## src/rtl/sync_fifo_param.sv

```systemverilog
// Parametrised single-clock FIFO with arbitrary depth, programmable almost
// thresholds, an occupancy count and a selectable first-word-fall-through read.
module sync_fifo_param #(
  parameter int DATA_WIDTH = 16,
  parameter int DEPTH      = 8,
  parameter int AF_THRESH  = DEPTH - 1,
  parameter int AE_THRESH  = 1,
  parameter bit FWFT       = 1'b0,
  parameter int CW         = $clog2(DEPTH + 1)
) (
  input  logic                  clk,
  input  logic                  rst_n,
  input  logic                  wr_en,
  input  logic                  rd_en,
  input  logic [DATA_WIDTH-1:0] data_in,
  output logic [DATA_WIDTH-1:0] data_out,
  output logic                  wr_ack,
  output logic                  overflow,
  output logic                  underflow,
  output logic                  full,
  output logic                  empty,
  output logic                  almostfull,
  output logic                  almostempty,
  output logic [CW-1:0]         count
);

  localparam int AW = $clog2(DEPTH);

  logic [DATA_WIDTH-1:0] mem [DEPTH];
  logic [AW-1:0]         wr_ptr;
  logic [AW-1:0]         rd_ptr;
  logic                  wr_ok;
  logic                  rd_ok;

  // Handshake: a write is taken when wr_en && !full, a read when rd_en && !empty;
  // wr_ack/overflow/underflow report the outcome of the previous cycle's request.
  assign full        = (count == CW'(DEPTH));
  assign empty       = (count == '0);
  assign almostfull  = !full && (count >= CW'(AF_THRESH));
  assign almostempty = !empty && (count <= CW'(AE_THRESH));
  assign wr_ok       = wr_en && !full;
  assign rd_ok       = rd_en && !empty;

  // Explicit wrap so non-power-of-two depths never index past the last entry.
  function automatic logic [AW-1:0] ptr_next(input logic [AW-1:0] p);
    return (p == AW'(DEPTH - 1)) ? '0 : p + AW'(1);
  endfunction

  always_ff @(posedge clk or negedge rst_n) begin
    if (!rst_n) begin
      wr_ptr    <= '0;
      rd_ptr    <= '0;
      count     <= '0;
      wr_ack    <= 1'b0;
      overflow  <= 1'b0;
      underflow <= 1'b0;
    end else begin
      wr_ack    <= wr_ok;
      overflow  <= wr_en && full;
      underflow <= rd_en && empty;
      if (wr_ok) wr_ptr <= ptr_next(wr_ptr);
      if (rd_ok) rd_ptr <= ptr_next(rd_ptr);
      case ({wr_ok, rd_ok})
        2'b10:   count <= count + CW'(1);
        2'b01:   count <= count - CW'(1);
        default: count <= count;
      endcase
    end
  end

  always_ff @(posedge clk) begin
    if (wr_ok) mem[wr_ptr] <= data_in;
  end

  generate
    if (FWFT) begin : g_fwft
      assign data_out = empty ? '0 : mem[rd_ptr];
    end else begin : g_reg
      logic [DATA_WIDTH-1:0] dout_q;
      always_ff @(posedge clk or negedge rst_n) begin
        if (!rst_n)     dout_q <= '0;
        else if (rd_ok) dout_q <= mem[rd_ptr];
      end
      assign data_out = dout_q;
    end
  endgenerate

endmodule

```

## config.mk

```make
export PLATFORM = sky130hd
export DESIGN_NAME = sync_fifo_param
export DESIGN_NICKNAME = d
export VERILOG_FILES = /design/src/rtl/sync_fifo_param.sv
export SDC_FILE = /design/constraint.sdc
export NUM_CORES = 1
export LEC_CHECK = 0
export ABC_AREA = 1
export CAP_MARGIN = 20
export CELL_PAD_IN_SITES_DETAIL_PLACEMENT = 0
export CELL_PAD_IN_SITES_GLOBAL_PLACEMENT = 2
export CORE_ASPECT_RATIO = 0.75
export CORE_MARGIN = 3
export CORE_UTILIZATION = 38
export DETAILED_ROUTE_END_ITERATION = 8
export GPL_TIMING_DRIVEN = 1
export PLACE_DENSITY = 0.84
export SYNTH_ARGS = -nofsm -noshare
export SYNTH_HDL_FRONTEND = slang
export SYNTH_SLANG_ARGS = --single-unit
```

## constraint.sdc

```tcl
create_clock -name clk -period 2.75 [get_ports clk]
set_input_delay 0.275 -clock clk [delete_from_list [all_inputs] [get_ports clk]]
set_output_delay 0.275 -clock clk [all_outputs]
set_load 0.02 [all_outputs]
```

; ---- Word level (Yosys, flattened, before mapping)
; Memory sizes are Yosys's and may differ from the RTL's. A register that Yosys moved wholly into a read port is not among the register bits.
; Cells that the tools add are included.
[totals]
input_bits = 20
mem_bits_rw = 128
output_inout_bits = 27
n_memories = 1
register_bits = 13
wordCells = 34
[memory_table]
columns = name, depth, word_bits, read_ports, rd_clocked_by_memory_dff, write_ports, line
row1 = mem, 8, 16, 1, 1, 1, 29  ; logic [DATA_WIDTH-1:0] mem [DEPTH];
[op_classes]
reduce_logical = 11
order_cmp = 2
mux = 5
addsub = 4
n_eq_ne = 5
[op_table]
columns = cell, count
row1 = 4-bit one-hot mux with 2 select lines, 1
row2 = "3-bit by 1-bit adder with 3-bit output, second input constant", 2
row3 = "3-bit == test, second input constant", 2
row4 = 1-bit logical AND, 6
row5 = 3-bit 2-to-1 mux, 2
row6 = "4-bit by 1-bit adder with 4-bit output, second input constant", 1
row7 = "4-bit == test, second input constant", 1
row8 = "4-bit by 3-bit >= comparator with 1-bit output, second input constant", 1
row9 = "4-bit by 1-bit <= comparator with 1-bit output, second input constant", 1
row10 = 4-bit logical NOT, 1
row11 = "4-bit by 1-bit subtractor with 4-bit output, second input constant", 1
row12 = 1-bit logical NOT, 3
row13 = "2-bit by 1-bit == test with 1-bit output, second input constant", 1
row14 = "2-bit == test, second input constant", 1
row15 = 1-bit 2-to-1 mux, 2
row16 = 2-bit nonzero test, 1

; ---- Longest topological paths before layout
; Gate-level depths: netlist of run 1.
[logic_depth]
ltp_word = 5
ltp_mapped = 13

; ---- Worst setup path after synthesis of run 1
; No wires, ideal clock.
[synth_path]
path_kind = register -> register
start = register count[0]
end = memory mem[0][0], enable pin
synth_period_minus_slack_ps = 2427
setup_ps = 388
path_buffers = 0
slack_ps = 323
t_arrival_ps = 2038
path_stages_with_launch = 10
required_ps = 2362
cell_sequence = dfrtp_1 -> inv_1 -> ha_1 -> inv_2 -> nor2_1 -> nand2_1 -> nand2_1 -> inv_2 -> nand2_1 -> nor2_1
[synth_between]
elab_chain_len = 5
[synth_lines]
columns = item, line
row1 = from (decl), 24  ; output logic [CW-1:0] count
row2 = from (signal assigned), 64  ; 2'b10: count <= count + CW'(1);
row3 = from (signal assigned), 65  ; 2'b01: count <= count - CW'(1);
row4 = from (signal assigned), 66  ; default: count <= count;
row5 = 4-bit == test, 37  ; assign full = (count == CW'(DEPTH));
row6 = 1-bit logical NOT, 41  ; assign wr_ok = wr_en && !full;
row7 = 1-bit logical AND, 41
row8 = named net wr_ok, 32  ; logic wr_ok;
row9 = 1-bit 2-to-1 mux, 72  ; if (wr_ok) mem[wr_ptr] <= data_in;
row10 = 1-bit 2-to-1 mux (not written as such), 72
row11 = to (decl), 29
; The timed path passes the listed nets, and every way through them passes these cells.

; ---- Worst setup path in the final report of run 1
[layout_path]
start = register count[0]
end = output almostfull
[layout_between]
elab_chain_len = 3
[layout_lines]
columns = item, line
row1 = branches (longest 2 deep; another with 4-bit by 3-bit >= comparator with 1-bit output), -
row2 = 1-bit logical AND (*), 39  ; assign almostfull = !full && (count >= CW'(AF_THRESH));
row3 = to (decl), 22  ; output logic almostfull,
; Every way passes the cells marked *.

==> results of run 1 <==
## state kept, by name, indices dropped and copies added, names as in the netlist
register	count
rd_ptr	3
overflow	1
underflow	1
mem	128
wr_ptr	3
count	4
wr_ack	1
data_out	16
## power breakdown
part,internal (mW),switching [mW]
Sequential,3.05,0.236
Clock,1.30,0.944
Combinational,1.03,1.84
Total,5.38,3.03
## tightest hold or removal path: cells and delay by family
family / cells / cell delay (ps)
buffers and inverters: 2 / 480
AND/OR/NAND/NOR: 1 / 40
## layout by cell type (no fill, tap or decap)
cell type / count
sky130_fd_sc_hd__clkbuf_1: 1
sky130_fd_sc_hd__xor2_1: 1
sky130_fd_sc_hd__dfrtp_1: 28
sky130_fd_sc_hd__clkdlybuf4s50_1: 45
sky130_fd_sc_hd__clkbuf_8: 2
sky130_fd_sc_hd__nor2_2: 1
sky130_fd_sc_hd__buf_12: 1
sky130_fd_sc_hd__clkinv_1: 1
sky130_fd_sc_hd__inv_1: 111
sky130_fd_sc_hd__dlygate4sd3_1: 1
sky130_fd_sc_hd__edfxtp_1: 128
sky130_fd_sc_hd__inv_6: 4
sky130_fd_sc_hd__dfrtp_2: 1
sky130_fd_sc_hd__bufinv_16: 1
sky130_fd_sc_hd__nand4_1: 1
sky130_fd_sc_hd__ha_1: 8
sky130_fd_sc_hd__xnor2_1: 2
sky130_fd_sc_hd__clkbuf_16: 17
sky130_fd_sc_hd__nor2_4: 2
sky130_fd_sc_hd__nor2_1: 14
sky130_fd_sc_hd__inv_2: 5
sky130_fd_sc_hd__o22ai_1: 1
sky130_fd_sc_hd__a21oi_1: 1
sky130_fd_sc_hd__nand3_1: 99
sky130_fd_sc_hd__o21ai_0: 9
sky130_fd_sc_hd__clkinv_4: 1
sky130_fd_sc_hd__buf_4: 16
sky130_fd_sc_hd__nor3_1: 1
sky130_fd_sc_hd__clkinvlp_4: 3
sky130_fd_sc_hd__clkinv_2: 3
sky130_fd_sc_hd__nand2_4: 1
sky130_fd_sc_hd__nand2_1: 209
sky130_fd_sc_hd__buf_2: 1
## Yosys cell counts
cell type / count / area (sq um)
sky130_fd_sc_hd__buf_1: 1 / 3.75
sky130_fd_sc_hd__nor3_1: 1 / 5.00
sky130_fd_sc_hd__inv_2: 5 / 18.8
sky130_fd_sc_hd__o21ai_0: 9 / 45.0
sky130_fd_sc_hd__a21oi_1: 1 / 5.00
sky130_fd_sc_hd__nand2_4: 1 / 11.3
sky130_fd_sc_hd__nand3_1: 99 / 495
sky130_fd_sc_hd__buf_2: 11 / 55.1
sky130_fd_sc_hd__clkbuf_1: 4 / 15.0
sky130_fd_sc_hd__inv_1: 111 / 417
sky130_fd_sc_hd__nor2_1: 14 / 52.6
sky130_fd_sc_hd__nand2_1: 209 / 785
sky130_fd_sc_hd__nor2_4: 2 / 22.5
sky130_fd_sc_hd__buf_6: 2 / 22.5
sky130_fd_sc_hd__dfrtp_1: 29 / 726
sky130_fd_sc_hd__nand4_1: 1 / 6.26
sky130_fd_sc_hd__edfxtp_1: 128 / 3840
sky130_fd_sc_hd__ha_1: 8 / 100
sky130_fd_sc_hd__o22ai_1: 1 / 6.26
sky130_fd_sc_hd__nor2_2: 1 / 6.26
sky130_fd_sc_hd__clkinv_1: 1 / 3.75
sky130_fd_sc_hd__xnor2_1: 2 / 17.5
sky130_fd_sc_hd__buf_4: 8 / 60.1
sky130_fd_sc_hd__xor2_1: 1 / 8.76
sky130_fd_sc_hd__buf_12: 1 / 20.0
## area by class of cell
class	count	area share, %
flip-flops and latches	157	56.8
well taps	236	3.67
clock inverters	12	1.38
clock buffers	20	5.68
inverters	117	5.46
multi-input cells	350	19.5
repair buffers	64	7.53
## per-layer routing
layer	vias to the layer above	GRT usage, %
li1	2197	-
met1	2103	21.8
met2	123	25.0
met3	18	3.89
met4	0	5.64
met5	-	0
## kinds of logic (layout without fill, tap and decap cells)
kind of cell	after synthesis	after routing	share of synthesized area (%)
DFF	157	157	67.7
adders and majority gates	8	8	1.48
buffers and inverters	144	213	9.12
xor gates and xnor gates	3	3	0.389
AOI/OAI and AO/OA	11	11	0.834
and+or+nand+nor	328	328	20.5
## per-stage QoR
step	cells	setup slack, ps	hold slack [ps]	cell area [sq um]
4_1_cts	956	344	383	8050
3_3_place_gp	923	751	391	7470
2_1_floorplan	651	323	-20.6	6750
5_1_grt	956	207	419	8050
3_5_place_dp	923	651	410	7470
6_report	956	366	400	8050
## path summary, 6_finish.rpt
| kind | startpoint | end |
|---|---|---|
| setup reg to reg | count[0] | mem[1][15] |
| min in group asynchronous | rst_n | data_out[15] |
| max in group asynchronous | rst_n | rd_ptr[0] |
| hold / removal | wr_en | overflow |
| setup / recovery | count[0] | almostfull |
| hold reg to reg | data_out[4] | data_out[4] |
==> qor.log, run 1 <==
[floorplanning] DIE HEIGHT 121 microns
[clock_tree] maximum count of clock buffers along a single path 2
[cells_and_area] share of the core filled with cells in the final layout 47.0%
[floorplanning] Chip Width 160 microns
[setup_path] maximum single-stage delay on the critical path 630 ps
[sta] unrepaired setup endpoints after global routing no
[setup_path] r2r worst-path depth 10
[sta] Tmin final 2380 ps
[yosys] Syn Inst Count 651
[setup_path] CP Capture Type output pin
[clock_tree] post_cts resized 0
[clock_tree] CTS sink count 157
[clock_tree] latest clock arrival within the worst-skew pair 420 ps
[cells_and_area] sequential cell area 0.00457 sq mm
[global_route] wire length of the first global-routing pass 23400 microns
[sta] number of endpoints failing setup at the final stage 0
[clock_tree] CTS H-Tree Depth 4
[drt] total via count in the routed design 4441
[sta] final period utilization 86.7%
[placed_design] count of buffers inserted at the top-level ports 46
[drt] violation count after the first detailed-routing iteration 373
[cells_and_area] multi-input logic area 0.00157 sq mm
[global_route] number of antenna violations at the first check in global routing 0
[sta] achievable frequency 0.420 GHz
[sta] skew final 9.50 ps
[floorplanning] cell row count 41
[setup_path] Largest delay share family, worst path buffers and inverters
[placed_design] HPWL after DPL 9100 microns
[sta] slew of the pin with the lowest slew margin 771 ps
[drt] WL final 14700 microns
[setup_path] number of stages on the worst setup path 6
[drt] antenna viol nets, final 0
[drt] topmost layer with routed signal wires met4
[yosys] count of synthesis-stage warnings from yosys 0
[cells_and_area] antenna diode instance count 0
[cells_and_area] share of post-route cells with drive strength above 1 8.19%
[yosys] distinct cell type count of the synthesized netlist 25
[drt] met2 WL post-DR 6650 microns
[drt] Vias/cell 4.65
[floorplanning] IO Pins 47
[status] outcome finished clean
[cells_and_area] Filler Cells Inserted 1602
[setup_path] standard cell with the maximum stage delay on the critical path sky130_fd_sc_hd__clkdlybuf4s50_1
[global_route] global-route congestion overflow total 0
[power] Max rail drop VDD 0.523 mV
[clock_tree] number of buffers added to fix hold violations after cts 1
[drt] Post-route DRC 0
[sta] number of hold violations in the final report 0
[yosys] syn avg cell area 10.4 sq um
[global_route] largest net degree at the start of global routing 46
[yosys] netlist area before placement 0.00675 sq mm
[cells_and_area] Layout Nets 735
[sta] max-slew violation total from the final report 0
[clock_tree] CTS Root Cell sky130_fd_sc_hd__clkbuf_16
[worst_hold_path] hold depth 3
[drt] detailed-router iteration count before antenna repair 5
[power] Total Power 8.40 mW
[drt] sum of met3 wire segment lengths after detailed routing 822 microns
[clock_tree] TritonCTS clock tree yes
[sta] Slew headroom 48.6%
[cells_and_area] area growth from synthesis to layout 19.2%
[setup_path] data arrival time of the critical path 2110 ps
[global_route] gr usage total 15.9%
[power] pwr/cell area 1040 mW/mm^2
[worst_hold_path] worst hold path class input port to flop
[yosys] sequential cell area fraction in the yosys report 67.7%
[setup_path] WP data required 2480 ps
[global_route] via count of the first global-routing pass 4313
[floorplanning] Die Footprint 0.0194 sq mm
[drt] sum of routed wire segments on met1 6970 microns
[power] Leak Pwr 3.51 nW
[yosys] Post-Syn Nets 679
[yosys] synthesized flop and latch total 157
[setup_path] FF-to-FF setup slack 630 ps
[placed_design] RePlAce Congestion 0.805
[job] max_cap viols 0
[floorplanning] initial cell density of the core 39.4%
[setup_path] cell chain of the critical path inv_1, ha_1, inv_2, nor2_1, nor3_1, clkdlybuf4s50_1
[sta] final total negative setup slack 0 ps
[clock_tree] total CTS buffers 17
[setup_path] path type of the worst setup path flop to output pin
[floorplanning] placeable core region 0.0171 sq mm
[setup_path] element type at the critical path start flop
[setup_path] maximum fanout along the worst path 6
[clock_tree] clock-pin slew on the worst setup and hold paths 60 ps
[drt] Avg WL per Cell 15.4 microns
[clock_tree] buffers inserted by post-CTS timing repair 0
[setup_path] Crit path buffers/inverters 3
(Power assumes the default switching activity.)
==> inputs of run 2 (changes only) <==
Settings changed: ABC_AREA 1 to not set, ABC_CLOCK_PERIOD_IN_PS set to 2750, CORE_UTILIZATION 38 to 44, PLACE_DENSITY 0.84 to 0.85.
==> run 2 against run 1 <==
Wire length fell by 17%. Largest cell class unchanged. Clock power rose by 13%. Sequential power rose by 2%. Clock-buffer cell count fell by 1. Combinational power fell by 2%. Register-to-register slack got worse by 150 ps. Synthesized cell count fell by 44%. Power rose by 3.6%. Die area fell by 18%. Non-clock buffer count did not move.
==> qor.log, run 2 <==
[clock_tree] CTS sink count 157 [unchanged]
[floorplanning] cell row count 37 [-9.8%]
[power] Leak Pwr 2.79 nW [-21%]
[job] max_cap viols 0 [unchanged]
[floorplanning] placeable core region 0.0139 sq mm [-19%]
[floorplanning] Chip Width 145 microns [-9.5%]
[setup_path] element type at the critical path start flop
[drt] WL final 12200 microns [-17%]
[clock_tree] clock-pin slew on the worst setup and hold paths 60 ps [about the same]
[floorplanning] initial cell density of the core 45.6% [+6.2 points]
[yosys] prevailing post-synth register cell sky130_fd_sc_hd__edfxtp_1
[drt] Avg WL per Cell 19.2 microns [+25%]
[setup_path] cell chain of the critical path inv_1, ha_1, nor4b_1, clkdlybuf4s50_1
[sta] number of hold violations in the final report 0 [unchanged]
[cells_and_area] most frequent cells in the layout 128 x sky130_fd_sc_hd__edfxtp_1, 46 x sky130_fd_sc_hd__clkdlybuf4s50_1, 35 x sky130_fd_sc_hd__mux2_2
[sta] unrepaired setup endpoints after global routing no
[cells_and_area] commonest non-fill, non-tap cell in the layout sky130_fd_sc_hd__edfxtp_1
[setup_path] source of the critical timing path count[0]
[cells_and_area] max FFs per register 128 [unchanged]
[sta] final total negative setup slack 0 ps [unchanged]
[clock_tree] total CTS buffers 17 [unchanged]
[floorplanning] DIE HEIGHT 110 microns [-9.4%]
[drt] Vias/cell 5.21 [+12%]
[global_route] global-route congestion overflow total 0 [unchanged]
[clock_tree] buffers inserted by post-CTS timing repair 0 [unchanged]
[drt] detailed-router iteration count before antenna repair 4 [-1]
[setup_path] Largest delay share family, worst path buffers and inverters
[cells_and_area] non-filler cells in the finished layout 636 [-33%]
[drt] violation count after the first detailed-routing iteration 174 [-53%]
[sta] achievable frequency 0.407 GHz [-2.9%]
[setup_path] Crit path buffers/inverters 2 [-1]
[sta] skew final 10.0 ps [+0.538 ps]
[global_route] largest net degree at the start of global routing 48 [+4.3%]
[drt] antenna viol nets, final 0 [unchanged]
[yosys] Syn Inst Count 363 [-44%]
[setup_path] startpoint of the lowest-slack register-to-register path count[0]
[global_route] gr usage total 16.5% [+0.58 points]
[cells_and_area] register bank with the most flops mem
[floorplanning] Die Footprint 0.0159 sq mm [-18%]
[placed_design] # placed instances 604 [-35%]
[placed_design] placed instance area 0.00711 sq mm [-4.8%]
[placed_design] worst slack, placed 484 ps [-167 ps]
[cells_and_area] post-layout instance area 0.00776 sq mm [-3.6%]
[yosys] syn avg cell area 17.5 sq um [+69%]
[clock_tree] CTS Root Cell sky130_fd_sc_hd__clkbuf_16
[yosys] top cells by area in the synthesized netlist sky130_fd_sc_hd__edfxtp_1 61%, sky130_fd_sc_hd__dfrtp_1 11%, sky130_fd_sc_hd__mux2_2 6.2%
[cells_and_area] Filler Cells Inserted 1089 [-32%]
[cells_and_area] area growth from synthesis to layout 22.1%
[yosys] count of synthesis-stage warnings from yosys 0 [unchanged]
[clock_tree] TritonCTS clock tree yes
[drt] total via count in the routed design 3312 [-25%]
[setup_path] WP data required 2480 ps [about the same]
[yosys] EDFF count, synth 128 [unchanged]
[sta] Tmin final 2460 ps [+72.1 ps]
[clock_tree] maximum count of clock buffers along a single path 2 [unchanged]
[clock_tree] post_cts resized 0 [unchanged]
[sta] max-slew violation total from the final report 0 [unchanged]
[sta] number of endpoints failing setup at the final stage 0 [unchanged]
[yosys] share of Yosys cell area claimed by the top area cell type 60.5% [+3.6 points]
[cells_and_area] share of post-route cells with drive strength above 1 24.9% [+17 points]
[drt] Post-route DRC 0 [unchanged]
[yosys] commonest cells in the synthesized netlist 128 x sky130_fd_sc_hd__edfxtp_1, 35 x sky130_fd_sc_hd__mux2_2, 33 x sky130_fd_sc_hd__mux2i_1
[sta] final period utilization 89.3% [+2.6 points]
[setup_path] CP Capture Type output pin
[yosys] Async S/R FF share, synth 18.5% [unchanged]
[yosys] sequential cell area fraction in the yosys report 72.0% [+4.3 points]
[placed_design] RePlAce Congestion 0.722 [-10%]
[sta] Slew headroom 48.3% [-0.32 points]
[placed_design] count of buffers inserted at the top-level ports 46 [unchanged]
[placed_design] HPWL after DPL 7110 microns [-22%]
[global_route] number of antenna violations at the first check in global routing 0 [unchanged]
[status] outcome finished clean
[clock_tree] number of buffers added to fix hold violations after cts 0 [-1]
[sta] worst setup margin 294 ps [-72.1 ps]
[setup_path] standard cell with the maximum stage delay on the critical path sky130_fd_sc_hd__clkdlybuf4s50_1
[global_route] via count of the first global-routing pass 3367 [-22%]
[power] pwr/cell area 1120 mW/mm^2 [+7.5%]
[sta] slew of the pin with the lowest slew margin 774 ps [+2.86 ps]
[setup_path] path type of the worst setup path flop to output pin
[floorplanning] IO Pins 47 [unchanged]
[cells_and_area] antenna diode instance count 0 [unchanged]
[setup_path] data arrival time of the critical path 2180 ps [+70 ps]
[setup_path] maximum single-stage delay on the critical path 650 ps [+20 ps]
[setup_path] maximum fanout along the worst path 7 [+1]
[power] Max rail drop VDD 0.566 mV [+8.3%]
[yosys] synthesized flop and latch total 157 [unchanged]
[worst_hold_path] worst hold path class input port to asynchronous set/reset pin
[yosys] netlist area before placement 0.00635 sq mm [-5.9%]
[cells_and_area] Layout Nets 456 [-38%]
[yosys] Post-Syn Nets 391 [-42%]
[clock_tree] CTS H-Tree Depth 4 [unchanged]
[yosys] distinct cell type count of the synthesized netlist 35 [+40%]
[clock_tree] latest clock arrival within the worst-skew pair 420 ps [about the same]
[yosys] leading cell type by number of instances after synthesis sky130_fd_sc_hd__edfxtp_1
[global_route] wire length of the first global-routing pass 18800 microns [-20%]
[yosys] post-synthesis cell type with the largest combined area sky130_fd_sc_hd__edfxtp_1
[run 2: cell types whose count changed after synthesis, sizes merged, moves of 10 or more]
cell	previous run	this run
inv	116	7
buf	23	13
nand2	210	4
mux2	0	38
a22o	0	16
nand3	99	1
o22ai	1	16
nor2	17	7
mux2i	0	33
o21ai	9	19
o31ai	0	16
[run 2: where the power goes]
group	internal, mW	switching (mW)
logic	1.32	1.50
registers	3.08	0.291
clock network	1.62	0.905
[run 2: final cells by class]
cell class / count / area [sq um] / share of cell area [%]
flip-flops and latches: 157 / 4570 / 58.9
multi-input cells: 181 / 1660 / 21.4
repair buffers: 64 / 608 / 7.84
clock buffers: 19 / 433 / 5.58
well taps: 195 / 244 / 3.15
clock inverters: 13 / 211 / 2.73
inverters: 7 / 26.3 / 0.339
[run 2: through the flow]
step / power, mW / hold WS [ps] / util, %
6_report: 8.71 / 276 / 55.7
5_1_grt: 9.17 / 299 / 55.7
3_5_place_dp: 6.26 / 522 / 51.0
2_1_floorplan: 5.29 / -20.6 / -
3_3_place_gp: 6.19 / 520 / 51.0
4_1_cts: 8.81 / 279 / 55.7
[run 2: kinds of logic (layout without fill, tap and decap cells)]
group / after synthesis / count (layout) / share of synthesized area [%]
buffers and inverters: 25 / 103 / 2.40
adders and majority gates: 8 / 8 / 1.58
and+or+nand+nor: 30 / 30 / 2.82
DFF: 157 / 157 / 72.0
xor gates and xnor gates: 4 / 4 / 0.552
AOI/OAI and AO/OA: 68 / 68 / 8.57
muxes: 71 / 71 / 12.1
[run 2: worst paths after layout]
kind                            depth (start not counted)          end  slack [ps]
worst max-delay path                                    4  almostempty         290
max in group asynchronous                               2    rd_ptr[0]        2130
worst min register to register                          2  data_out[2]         530
worst min-delay path                                    2    wr_ptr[0]         280
min in group clk                                        2    underflow         510
worst max register to register                          9     count[3]         480
[run 2: layer usage]
| layer | share of wire (%) | up-vias | track usage [%] |
|---|---|---|---|
| li1 | - | 1555 | - |
| met1 | 47 | 1680 | 22.2 |
| met2 | 48 | 66 | 26.4 |
| met3 | 3.8 | 11 | 4.57 |
| met4 | 1.2 | 0 | 5.13 |
| met5 | 0 | - | 0 |
==> inputs of run 3 (changes only) <==
Settings changed: ABC_AREA set to 1, ABC_CLOCK_PERIOD_IN_PS 2750 to 3100, CORE_MARGIN 3 to 2, CORE_UTILIZATION 44 to 41, PLACE_DENSITY 0.85 to 0.9.
Clock period 2.75 ns to 3.1 ns, I/O delays scaled along.
==> run 3 against run 2 <==
Clock power fell by 15%. Clock skew up 0.69 ps. Wire length grew 18%. Sequential power fell by 15%. Cell count up 46%. First-iteration DRC count rose by 55%. Largest power group unchanged. Highest routed layer unchanged.
==> qor.log, run 3 (synthesis gave the netlist of run 1 again) <==
[status] outcome finished clean
[cells_and_area] share of post-route cells with drive strength above 1 8.32% [-17 points]
[setup_path] WP data required 2790 ps [+310 ps]
[sta] final total negative setup slack 0 ps [unchanged]
[cells_and_area] antenna diode instance count 0 [unchanged]
[floorplanning] Chip Width 152 microns [+5.2%]
[cells_and_area] Layout Nets 736 [+61%]
[drt] total via count in the routed design 4402 [+33%]
[setup_path] cell chain of the critical path inv_1, ha_1, inv_2, nor2_1, nand2_1, inv_1, clkdlybuf4s50_1
[power] power share of the combinational group 34.0% [+1.7 points]
[floorplanning] cell row count 40 [+8.1%]
[cells_and_area] Filler Cells Inserted 1438 [+32%]
[sta] number of hold violations in the final report 0 [unchanged]
[drt] Avg WL per Cell 15.5 microns [-19%]
[setup_path] standard cell with the maximum stage delay on the critical path sky130_fd_sc_hd__clkdlybuf4s50_1
[clock_tree] clock-pin slew on the worst setup and hold paths 60 ps [about the same]
[global_route] number of antenna violations at the first check in global routing 0 [unchanged]
[sta] Slew headroom 47.3% [-1.0 points]
[cells_and_area] most frequent cells in the layout 209 x sky130_fd_sc_hd__nand2_1, 128 x sky130_fd_sc_hd__edfxtp_1, 111 x sky130_fd_sc_hd__inv_1
[placed_design] RePlAce Congestion 0.771 [+6.8%]
[power] cell-internal power 4.93 mW [-18%]
[global_route] gr usage total 17.7% [+1.1 points]
[power] Max rail drop VDD 0.392 mV [-31%]
[power] pwr/cell area 942 mW/mm^2 [-16%]
[clock_tree] TritonCTS clock tree yes
[clock_tree] post_cts resized 0 [unchanged]
[floorplanning] Die Footprint 0.0175 sq mm [+10%]
[drt] detailed-router iteration count before antenna repair 4 [unchanged]
[sta] unrepaired setup endpoints after global routing no
[drt] antenna viol nets, final 0 [unchanged]
[worst_hold_path] worst hold path class input port to flop
[power] Leak Pwr 3.54 nW [+27%]
[floorplanning] IO Pins 47 [unchanged]
[clock_tree] CTS H-Tree Depth 4 [unchanged]
[clock_tree] maximum count of clock buffers along a single path 2 [unchanged]
[sta] achievable frequency 0.415 GHz
[setup_path] data arrival time of the critical path 2100 ps [-80 ps]
[sta] final period utilization 77.7%
[sta] skew final 10.7 ps [+0.686 ps]
[cells_and_area] commonest non-fill, non-tap cell in the layout sky130_fd_sc_hd__nand2_1
[power] Sw Share 35.2% [+4.3 points]
[cells_and_area] register bank with the most flops mem
[drt] violation count after the first detailed-routing iteration 269 [+55%]
[drt] Vias/cell 4.73 [-9.2%]
[sta] slew of the pin with the lowest slew margin 791 ps [+16.8 ps]
[placed_design] count of buffers inserted at the top-level ports 46 [unchanged]
[drt] WL final 14400 microns [+18%]
[clock_tree] latest clock arrival within the worst-skew pair 430 ps [about the same]
[cells_and_area] max FFs per register 128 [unchanged]
[placed_design] HPWL after DPL 8720 microns [+23%]
[setup_path] most common cell type on the critical path sky130_fd_sc_hd__inv_1
[drt] Post-route DRC 0 [unchanged]
[setup_path] element type at the critical path start flop
[floorplanning] DIE HEIGHT 115 microns [+4.6%]
[floorplanning] initial cell density of the core 42.0% [-3.5 points]
[clock_tree] CTS Root Cell sky130_fd_sc_hd__clkbuf_16
[power] fraction of power consumed by the clock network 28.1% [-0.9 points]
[power] Sw Pwr 2.67 mW [-0.71%]
[global_route] wire length of the first global-routing pass 23200 microns [+24%]
[cells_and_area] non-filler cells in the finished layout 931 [+46%]
[floorplanning] placeable core region 0.0161 sq mm [+15%]
[clock_tree] CTS sink count 157 [unchanged]
[cells_and_area] area growth from synthesis to layout 19.5%
[sta] max-slew violation total from the final report 0 [unchanged]
[sta] number of endpoints failing setup at the final stage 0 [unchanged]
[clock_tree] total CTS buffers 17 [unchanged]
[setup_path] path type of the worst setup path flop to output pin
[power] proportion of power drawn by flip-flops and latches 38.0% [-0.7 points]
[job] max_cap viols 0 [unchanged]
[setup_path] CP Capture Type output pin
[global_route] via count of the first global-routing pass 4382 [+30%]
[setup_path] maximum fanout along the worst path 6 [-1]
[placed_design] # placed instances 898 [+49%]
[setup_path] maximum single-stage delay on the critical path 590 ps [-60 ps]
[global_route] global-route congestion overflow total 0 [unchanged]
[global_route] largest net degree at the start of global routing 67 [+40%]
[sta] Tmin final 2410 ps
==> run 3: area by class of cell <==
cell class / count / area, sq um / share of cell area (%)
tap: 210 / 263 / 3.26
multi-input combinational: 350 / 1570 / 19.4
sequential: 157 / 4570 / 56.7
inverter: 117 / 439 / 5.44
timing repair buffer: 65 / 621 / 7.69
clock inverter: 13 / 165 / 2.05
clock buffer: 19 / 443 / 5.49
==> run 3: per-layer routing <==
layer	vias up	track usage [%]	wire length, microns	share of wire, %
met5	-	0	0	0
met4	0	6.11	184	1.3
met3	15	4.03	776	5.4
met2	101	29.3	6750	47
met1	2083	23.3	6740	47
li1	2203	-	-	-
==> run 3: per-stage QoR <==
step                      instance area (sq um)  hold WS, ps  util, %  setup WS [ps]  power (mW)
after detailed placement                   7450          441     46.4            952        5.53
after global placement                     7420          433     46.2           1080        5.43
final                                      8070          453     50.2            690        7.60
after floorplan                            6750         14.4        -            673        4.63
after CTS                                  8070          439     50.2            668        7.68
after global routing                       8070          475     50.2            535        8.11
==> run 3: final timing paths <==
check | depth (start not counted) | start | endpoint | slack (ps)
max in group asynchronous | 2 | rst_n | rd_ptr[0] | 2030
min in group asynchronous | 2 | rst_n | data_out[9] | 510
hold / removal | 3 | wr_en | overflow | 450
hold reg to reg | 2 | data_out[4] | data_out[4] | 480
setup / recovery | 7 | count[0] | full | 690
setup reg to reg | 10 | count[0] | mem[3][2] | 940
==> run 3: repair_timing <==
action | CTS | global route
buffers inserted | 0 | 0
hold endpoints to repair | 29 | 0
hold buffers | 1 | 0
==> run 3: worst max-delay path, delay by kind of cell (launching register included) <==
kind | cells | cell delay, ps
fa+ha+maj | 1 | 170
buf+inv | 4 | 840
flops | 1 | 440
simple gates | 2 | 220
==> run 3: power groups by stage <==
| stage | sequential, mW | clock (mW) | combinational, mW |
|---|---|---|---|
| after floorplan | 3.07 | 0 | 1.56 |
| after global placement | 2.91 | 0 | 2.52 |
| after global routing | 2.92 | 2.27 | 2.91 |
| after CTS | 2.88 | 2.17 | 2.62 |
| after detailed placement | 2.92 | 0 | 2.61 |
| final | 2.88 | 2.13 | 2.58 |
